**src/rtl/countdown_pkg.sv**
```systemverilog
// Shared types and constants for the countdown timer.
package countdown_pkg;

    localparam int COUNTDOWN_WIDTH = 4;

    typedef enum logic [1:0] {
        IDLE   = 2'd0,
        RUN    = 2'd1,
        EXPIRE = 2'd2
    } state_t;

endpackage

```
**src/rtl/countdown_timer.sv**
```systemverilog
// Loadable down-counter with a one-cycle Done pulse on expiry.
// Define COUNTDOWN_AUTO_RELOAD_EN for periodic auto-reload from the last nonzero load.
//
// state  | meaning
// IDLE   | waiting for LoadEn; CountOut holds its last value
// RUN    | decrementing on each CountIn cycle
// EXPIRE | count reached zero; Done high for this one cycle
module countdown_timer
    import countdown_pkg::*;
#(
    parameter int WIDTH = COUNTDOWN_WIDTH
) (
    input  logic             clk,
    input  logic             rst,
    input  logic             LoadEn,
    input  logic [WIDTH-1:0] LoadVal,
    input  logic             CountIn,
    input  logic             Abort,
    output logic [WIDTH-1:0] CountOut,
    output logic             Busy,
    output logic             Done
);

    state_t             state_q, state_d;
    logic [WIDTH-1:0]   count_q, count_d;
    logic               busy_q, busy_d;
    logic               done_q, done_d;
`ifdef COUNTDOWN_AUTO_RELOAD_EN
    logic [WIDTH-1:0]   reload_q, reload_d;
`endif

    always_comb begin
        state_d = state_q;
        count_d = count_q;
`ifdef COUNTDOWN_AUTO_RELOAD_EN
        reload_d = reload_q;
`endif
        if (Abort) begin
            state_d = IDLE;
            count_d = '0;
        end else if (LoadEn) begin
            count_d = LoadVal;
            state_d = (LoadVal != '0) ? RUN : EXPIRE;
`ifdef COUNTDOWN_AUTO_RELOAD_EN
            // A zero load clears the reload value so that it expires only once.
            reload_d = LoadVal;
`endif
        end else begin
            case (state_q)
                IDLE: begin
                    state_d = IDLE;
                end
                RUN: begin
                    if (CountIn) begin
                        if (count_q <= WIDTH'(1)) begin
                            count_d = '0;
                            state_d = EXPIRE;
                        end else begin
                            count_d = count_q - WIDTH'(1);
                        end
                    end
                end
                EXPIRE: begin
`ifdef COUNTDOWN_AUTO_RELOAD_EN
                    if (reload_q != '0) begin
                        count_d = reload_q;
                        state_d = RUN;
                    end else begin
                        state_d = IDLE;
                    end
`else
                    state_d = IDLE;
`endif
                end
                default: begin
                    state_d = IDLE;
                    count_d = '0;
                end
            endcase
        end
        busy_d = (state_d != IDLE);
        done_d = (state_d == EXPIRE);
    end

    always_ff @(posedge clk or posedge rst) begin
        if (rst) begin
            state_q  <= IDLE;
            count_q  <= '0;
            busy_q   <= 1'b0;
            done_q   <= 1'b0;
`ifdef COUNTDOWN_AUTO_RELOAD_EN
            reload_q <= '0;
`endif
        end else begin
            state_q  <= state_d;
            count_q  <= count_d;
            busy_q   <= busy_d;
            done_q   <= done_d;
`ifdef COUNTDOWN_AUTO_RELOAD_EN
            reload_q <= reload_d;
`endif
        end
    end

    assign CountOut = count_q;
    assign Busy     = busy_q;
    assign Done     = done_q;

endmodule

```
**config.mk**
```make
export PLATFORM = sky130hd
export DESIGN_NAME = countdown_timer
export DESIGN_NICKNAME = d
export VERILOG_FILES = /design/src/rtl/countdown_pkg.sv /design/src/rtl/countdown_timer.sv
export SDC_FILE = /design/constraint.sdc
export NUM_CORES = 1
export LEC_CHECK = 0
export CORE_MARGIN = 3
export CORE_UTILIZATION = 36
export DETAILED_ROUTE_END_ITERATION = 8
export GPL_ROUTABILITY_DRIVEN = 0
export HOLD_SLACK_MARGIN = 0.1
export PLACE_DENSITY = 0.74
export REMOVE_ABC_BUFFERS = 1
export SETUP_SLACK_MARGIN = 0.2
export SYNTH_ARGS = -nofsm -noshare
export SYNTH_HDL_FRONTEND = slang
export SYNTH_SLANG_ARGS = --single-unit
```
**constraint.sdc**
```tcl
create_clock -name clk -period 1.6 [get_ports clk]
set_input_delay 0.48 -clock clk [delete_from_list [all_inputs] [get_ports clk]]
set_output_delay 0.48 -clock clk [all_outputs]
set_load 0.01 [all_outputs]
```
==> results of run 1 <==
==> Yosys cell counts <==
library cell / instances
a211oi_1: 1
a221o_1: 1
a32o_1: 1
a32oi_1: 3
dfrtp_1: 8
ha_1: 2
inv_1: 8
nand2_1: 2
nand2b_1: 1
nor2_1: 5
nor2b_1: 2
nor4b_1: 1
nor4b_2: 1
nor4b_4: 1
nor4bb_4: 1
o21a_1: 2
o21ai_0: 3
o221ai_1: 1
o311ai_1: 1
o41ai_1: 1
or3_1: 1
==> registers in the layout (all words and copies together), names as in the netlist <==
signal / cells
CountOut: 4
state_q: 2
Done: 1
Busy: 1
==> power breakdown <==
part	total, W	leakage [nW]	internal (W)	switching, W
Combinational	0.000173	0.248	0.0000888	0.0000846
Sequential	0.000223	0.106	0.000214	0.00000865
Clock	0.000155	0.0138	0.0000859	0.0000688
==> layout make-up <==
type	instances	area, um^2
sequential	8	200
clock buffer	3	22.5
timing repair buffer	27	240
fill	90	345
tap	14	17.5
inverter	8	30.0
multi-input combinational	31	330
==> timing repair <==
action / in CTS / in global routing
buffers inserted: 2 / 0
pin swaps: 4 / 7
resized for setup: 20 / 11
setup endpoints to repair: 13 / 9
==> per-stage QoR <==
stage	hold slack, ps	utilization [%]	area [um^2]
CTS	482	68.5	812
detailed placement	588	61.5	729
global route	503	70.9	841
finish	472	70.9	841
global placement	560	61.5	729
floorplan	296	-	489
==> cell families after synthesis <==
logic type               after synthesis  share of synthesized area [%]
adder cells (fa/ha/maj)                2                           5.11
flip-flops                             8                           40.9
buffers and inverters                  8                           6.14
AND/OR/NAND/NOR                       15                           25.3
AO/OA/AOI/OAI                         14                           22.5
==> metal layers <==
layer / GRT usage, % / part of all wire, % / up-vias
met3: 5.51 / 7.3 / 2
met2: 29.0 / 53 / 22
met4: 8.07 / 0.80 / 0
met1: 22.1 / 39 / 248
li1: - / - / 238
met5: 0 / 0 / -
==> worst max-delay path by stage <==
stage	from	endpoint	slack, ps	cells past startpoint
CTS	CountIn	CountOut[2]	150	5
floorplan	CountOut[0]	CountOut[3]	240	5
detailed placement	CountIn	CountOut[2]	-400	4
global placement	LoadEn	CountOut[2]	-290	4
finish	CountOut[2]	CountOut[3]	200	4
global route	CountOut[2]	CountOut[3]	140	4
==> critical path: stages, from the launching register on <==
cell and delay [ps]:
dfrtp_1 380, buf_6 150, or3_4 390, a32oi_2 240, o221ai_2 110
==> impl_metrics.toml, run 1 <==
[run_status]
status = "finished clean"

[pwr]
p_leak_nw = 0.368
p_per_area_nw_per_um2 = 655
power_w = 0.000551
peakVddDrop_uv = 434

[hold_path]
min-delay-path-class = "input port to asynchronous set/reset pin"

[yosys]
synth-seq-area-share_pct = 40.9
yosys_warnings = 0
synth_top_area_share_pct = 40.9
syn_avg_cell_area_um2 = 10.4
ys_ff_latch = 8
synthTopCellsByArea = "dfrtp_1 (41%), inv_1 (6.1%), a32oi_1 (5.4%)"
synth_cells = 47
synth_area_um2 = 489
yosysUniqueCellTypes = 21
yosys.area.top_type = "dfrtp_1"

[global_routing]
antenna_found_initial = 0
grt_usage_pct = 18.2
grt_max_degree = 9
grt_pass1_vias = 507
grt_pass1_wl_mm = 2.43
overflow = 0

[critical_path]
cp-end-kind = "register"
crit_arrival_ps = 1540
ff2ff_setup_slack_ps = 200
start_kind = "register"
worstPathRequired_ps = 1730
r2r_end = "CountOut[3]"
rr_worst_depth = 4
path_class = "register to register"
r2r_start = "CountOut[2]"
critPathMaxFanout = 6

[sta]
worst_slew_pin_slew_ps = 334
clock_skew_ps = 5.08
relSlewSlack_pct = 77.7
setup_viol = 0
finalWorstSetupSlack_ps = 195
max_freq_mhz = 712
finalMaxSlewViolations = 0
fin_setup_tns_ps = 0
fin_crit_sh_pct = 87.8
period_minus_slack_ps = 1400
rsz0062_at_grt = "yes"
finalHoldViolCount = 0

[clock_tree]
numCtsBuffers = 3
cts_tree = "yes"
cts_hold_buf = 0
cts_max_level = 1
path_clk_slew_ps = 60
clk_latency_ps = 250
root_buffer = "clkbuf_4"
clock-sinks = 8
clockBufferDepth = 2

[finish]
fin_nets = 90
mostFrequentLayoutCell = "buf_4"
final-instance-count-excl-fill = 91
antenna_cells = 0
drive_gt1_share_pct = 36.4
syn_to_final_growth_pct = 71.9
layout_common_cells = "buf_4 (10), dfrtp_1 (8), inv_1 (7)"

[detailed_routing]
wl_per_cell_um = 16.5
postRouteAntennaNets = 0
drc = 0
first_pass_iters = 4
drt_iter0_drc = 22
vias_per_cell = 5.60
wl_mm = 1.50
vias = 510

[floorplan]
initial_core_util_pct = 41.2
core_um2 = 1190
chipHeight_um = 42.9
die-area_um2 = 1840
rows = 12
io_pins = 15
die_w_um = 42.9

[place]
port_buffers = 14
pre_cts_ws_ps = -405
place_hpwl_mm = 1.05
dp.cells = 86

[flow_run]
cap_violations = 0
No activity file was read; power rests on OpenSTA's default activity.
==> run 2: changes to the inputs <==
--- a/config.mk
+++ b/config.mk
@@ -10,9 +10,10 @@
 export DETAILED_ROUTE_END_ITERATION = 8
 export GPL_ROUTABILITY_DRIVEN = 0
 export HOLD_SLACK_MARGIN = 0.1
-export PLACE_DENSITY = 0.74
+export PLACE_DENSITY = 0.77
 export REMOVE_ABC_BUFFERS = 1
 export SETUP_SLACK_MARGIN = 0.2
+export SLEW_MARGIN = 20
 export SYNTH_ARGS = -nofsm -noshare
 export SYNTH_HDL_FRONTEND = slang
 export SYNTH_SLANG_ARGS = --single-unit
==> constraint.sdc (replaced) <==
create_clock -name clk -period 1.2 [get_ports clk]
set_input_delay 0.36 -clock clk [delete_from_list [all_inputs] [get_ports clk]]
set_output_delay 0.36 -clock clk [all_outputs]
set_load 0.01 [all_outputs]
==> run 2 against run 1 <==
  * The run now ends with negative setup slack left
  * Hold slack worse by 130 ps
  * Clock power up 40%
  * Maximum frequency down 2.2%
==> impl_metrics.toml, run 2 (synthesis results as in run 1) <==
[critical_path]
r2r_start = "CountOut[0]"
crit_arrival_ps = 1570
rr_worst_depth = 4
r2r_end = "CountOut[3]"
start_kind = "register"
worstPathRequired_ps = 1340
path_class = "register to register"
critPathMaxFanout = 4
cp-end-kind = "register"
ff2ff_setup_slack_ps = -240

[floorplan]
chipHeight_um = 42.9
rows = 12
die_w_um = 42.9
core_um2 = 1190
io_pins = 15
die-area_um2 = 1840
initial_core_util_pct = 41.2

[sta]
fin_crit_sh_pct = 120
finalMaxSlewViolations = 0
period_minus_slack_ps = 1440
setup_viol = 9
fin_setup_tns_ps = -1300
max_freq_mhz = 696
finalWorstSetupSlack_ps = -236
worst_slew_pin_slew_ps = 320
hold_slack_ps = 344
finalHoldViolCount = 0
clock_skew_ps = 6.37
rsz0062_at_grt = "yes"
relSlewSlack_pct = 78.5

[run_status]
status = "complete, but fails checks"
violations = "negative setup slack"

[detailed_routing]
drt_iter0_drc = 32
drc = 0
wl_mm = 1.82
wl_per_cell_um = 18.8
vias = 565
postRouteAntennaNets = 0
first_pass_iters = 5
vias_per_cell = 5.82

[hold_path]
min-delay-path-class = "input port to asynchronous set/reset pin"

[pwr]
p_per_area_nw_per_um2 = 875
p_leak_nw = 0.402
power_w = 0.000787
peakVddDrop_uv = 582

[finish]
num-fill-cells = 84
fin_nets = 96
largest_register_ffs = 4
syn_to_final_growth_pct = 83.9
antenna_cells = 0
mostFrequentLayoutCell = "buf_4"
drive_gt1_share_pct = 50.6
layout_common_cells = "buf_4 (15), dfrtp_1 (7), inv_1 (7)"

[clock_tree]
clockBufferDepth = 2
numCtsBuffers = 3
clk_latency_ps = 260
cts_hold_buf = 0
clock-sinks = 8
root_buffer = "clkbuf_4"
path_clk_slew_ps = 60
cts_max_level = 1
cts_tree = "yes"

[global_routing]
antenna_found_initial = 0
grt_usage_pct = 22.7
overflow = 0
grt_max_degree = 9
grt_pass1_wl_mm = 3.02
grt_pass1_vias = 606

[place]
port_buffers = 14
place_hpwl_mm = 1.03

[flow_run]
cap_violations = 0
-- run 2: changes by cell type in the layout (fill, tap and decap cells not counted), sizes merged --
| cell | change |
|---|---|
| buf | +11 |
| clkdlybuf4s15 | -4 |
| clkbuf | -1 |
-- run 2: per-stage QoR --
stage | instance area (um^2) | worst slack, ps | std cells | utilization [%]
floorplan | 489 | -156 | 47 | -
global placement | 759 | -550 | 90 | 64.0
detailed placement | 759 | -611 | 90 | 64.0
CTS | 861 | -179 | 97 | 72.6
global route | 900 | -282 | 97 | 75.8
finish | 900 | -236 | 97 | 75.8
-- run 2: metal layers --
layer  part of all wire, %  wire length (um)  up-vias  global-route usage (%)
met5                     0                 0        -                       0
met4                   5.1                92        0                    14.3
met3                   8.2               149       13                    5.51
met2                    47               859       42                    38.3
met1                    39               717      260                    24.8
li1                      -                 -      250                       -
-- run 2: area by class of cell --
class / count / area, um^2 / area share [%]
sequential: 8 / 201 / 22.4
clock buffer: 3 / 22.5 / 2.50
multi-input combinational: 31 / 359 / 39.9
timing repair buffer: 33 / 269 / 29.9
tap: 14 / 17.5 / 1.95
inverter: 8 / 30.0 / 3.34
-- run 2: repair_timing --
| item | in CTS | in global routing |
|---|---|---|
| pin swaps | 8 | 2 |
| setup endpoints to repair | 14 | 13 |
| gates resized for setup | 40 | 7 |
| setup buffers | 4 | 0 |
-- run 2: worst max path at each step --
stage           startpoint           to  cells past startpoint
4_1_cts        CountOut[1]  CountOut[3]                      4
3_5_place_dp        LoadEn  CountOut[3]                      4
5_1_grt        CountOut[1]  CountOut[3]                      4
3_3_place_gp       CountIn  CountOut[3]                      4
2_1_floorplan  CountOut[0]  CountOut[3]                      5
6_report       CountOut[0]  CountOut[3]                      4
-- run 2: power breakdown --
group | switching [W] | internal [W] | total [W]
registers | 0.0000128 | 0.000286 | 0.000299
clock network | 0.000102 | 0.000115 | 0.000217
logic | 0.000134 | 0.000138 | 0.000272
total | 0.000249 | 0.000539 | 0.000787
-- run 2: critical path, cell delays in order (launching register included) --
cell	delay (ps)
dfrtp_2	450
buf_6	130
or3_4	360
a32oi_4	270
o221ai_2	110
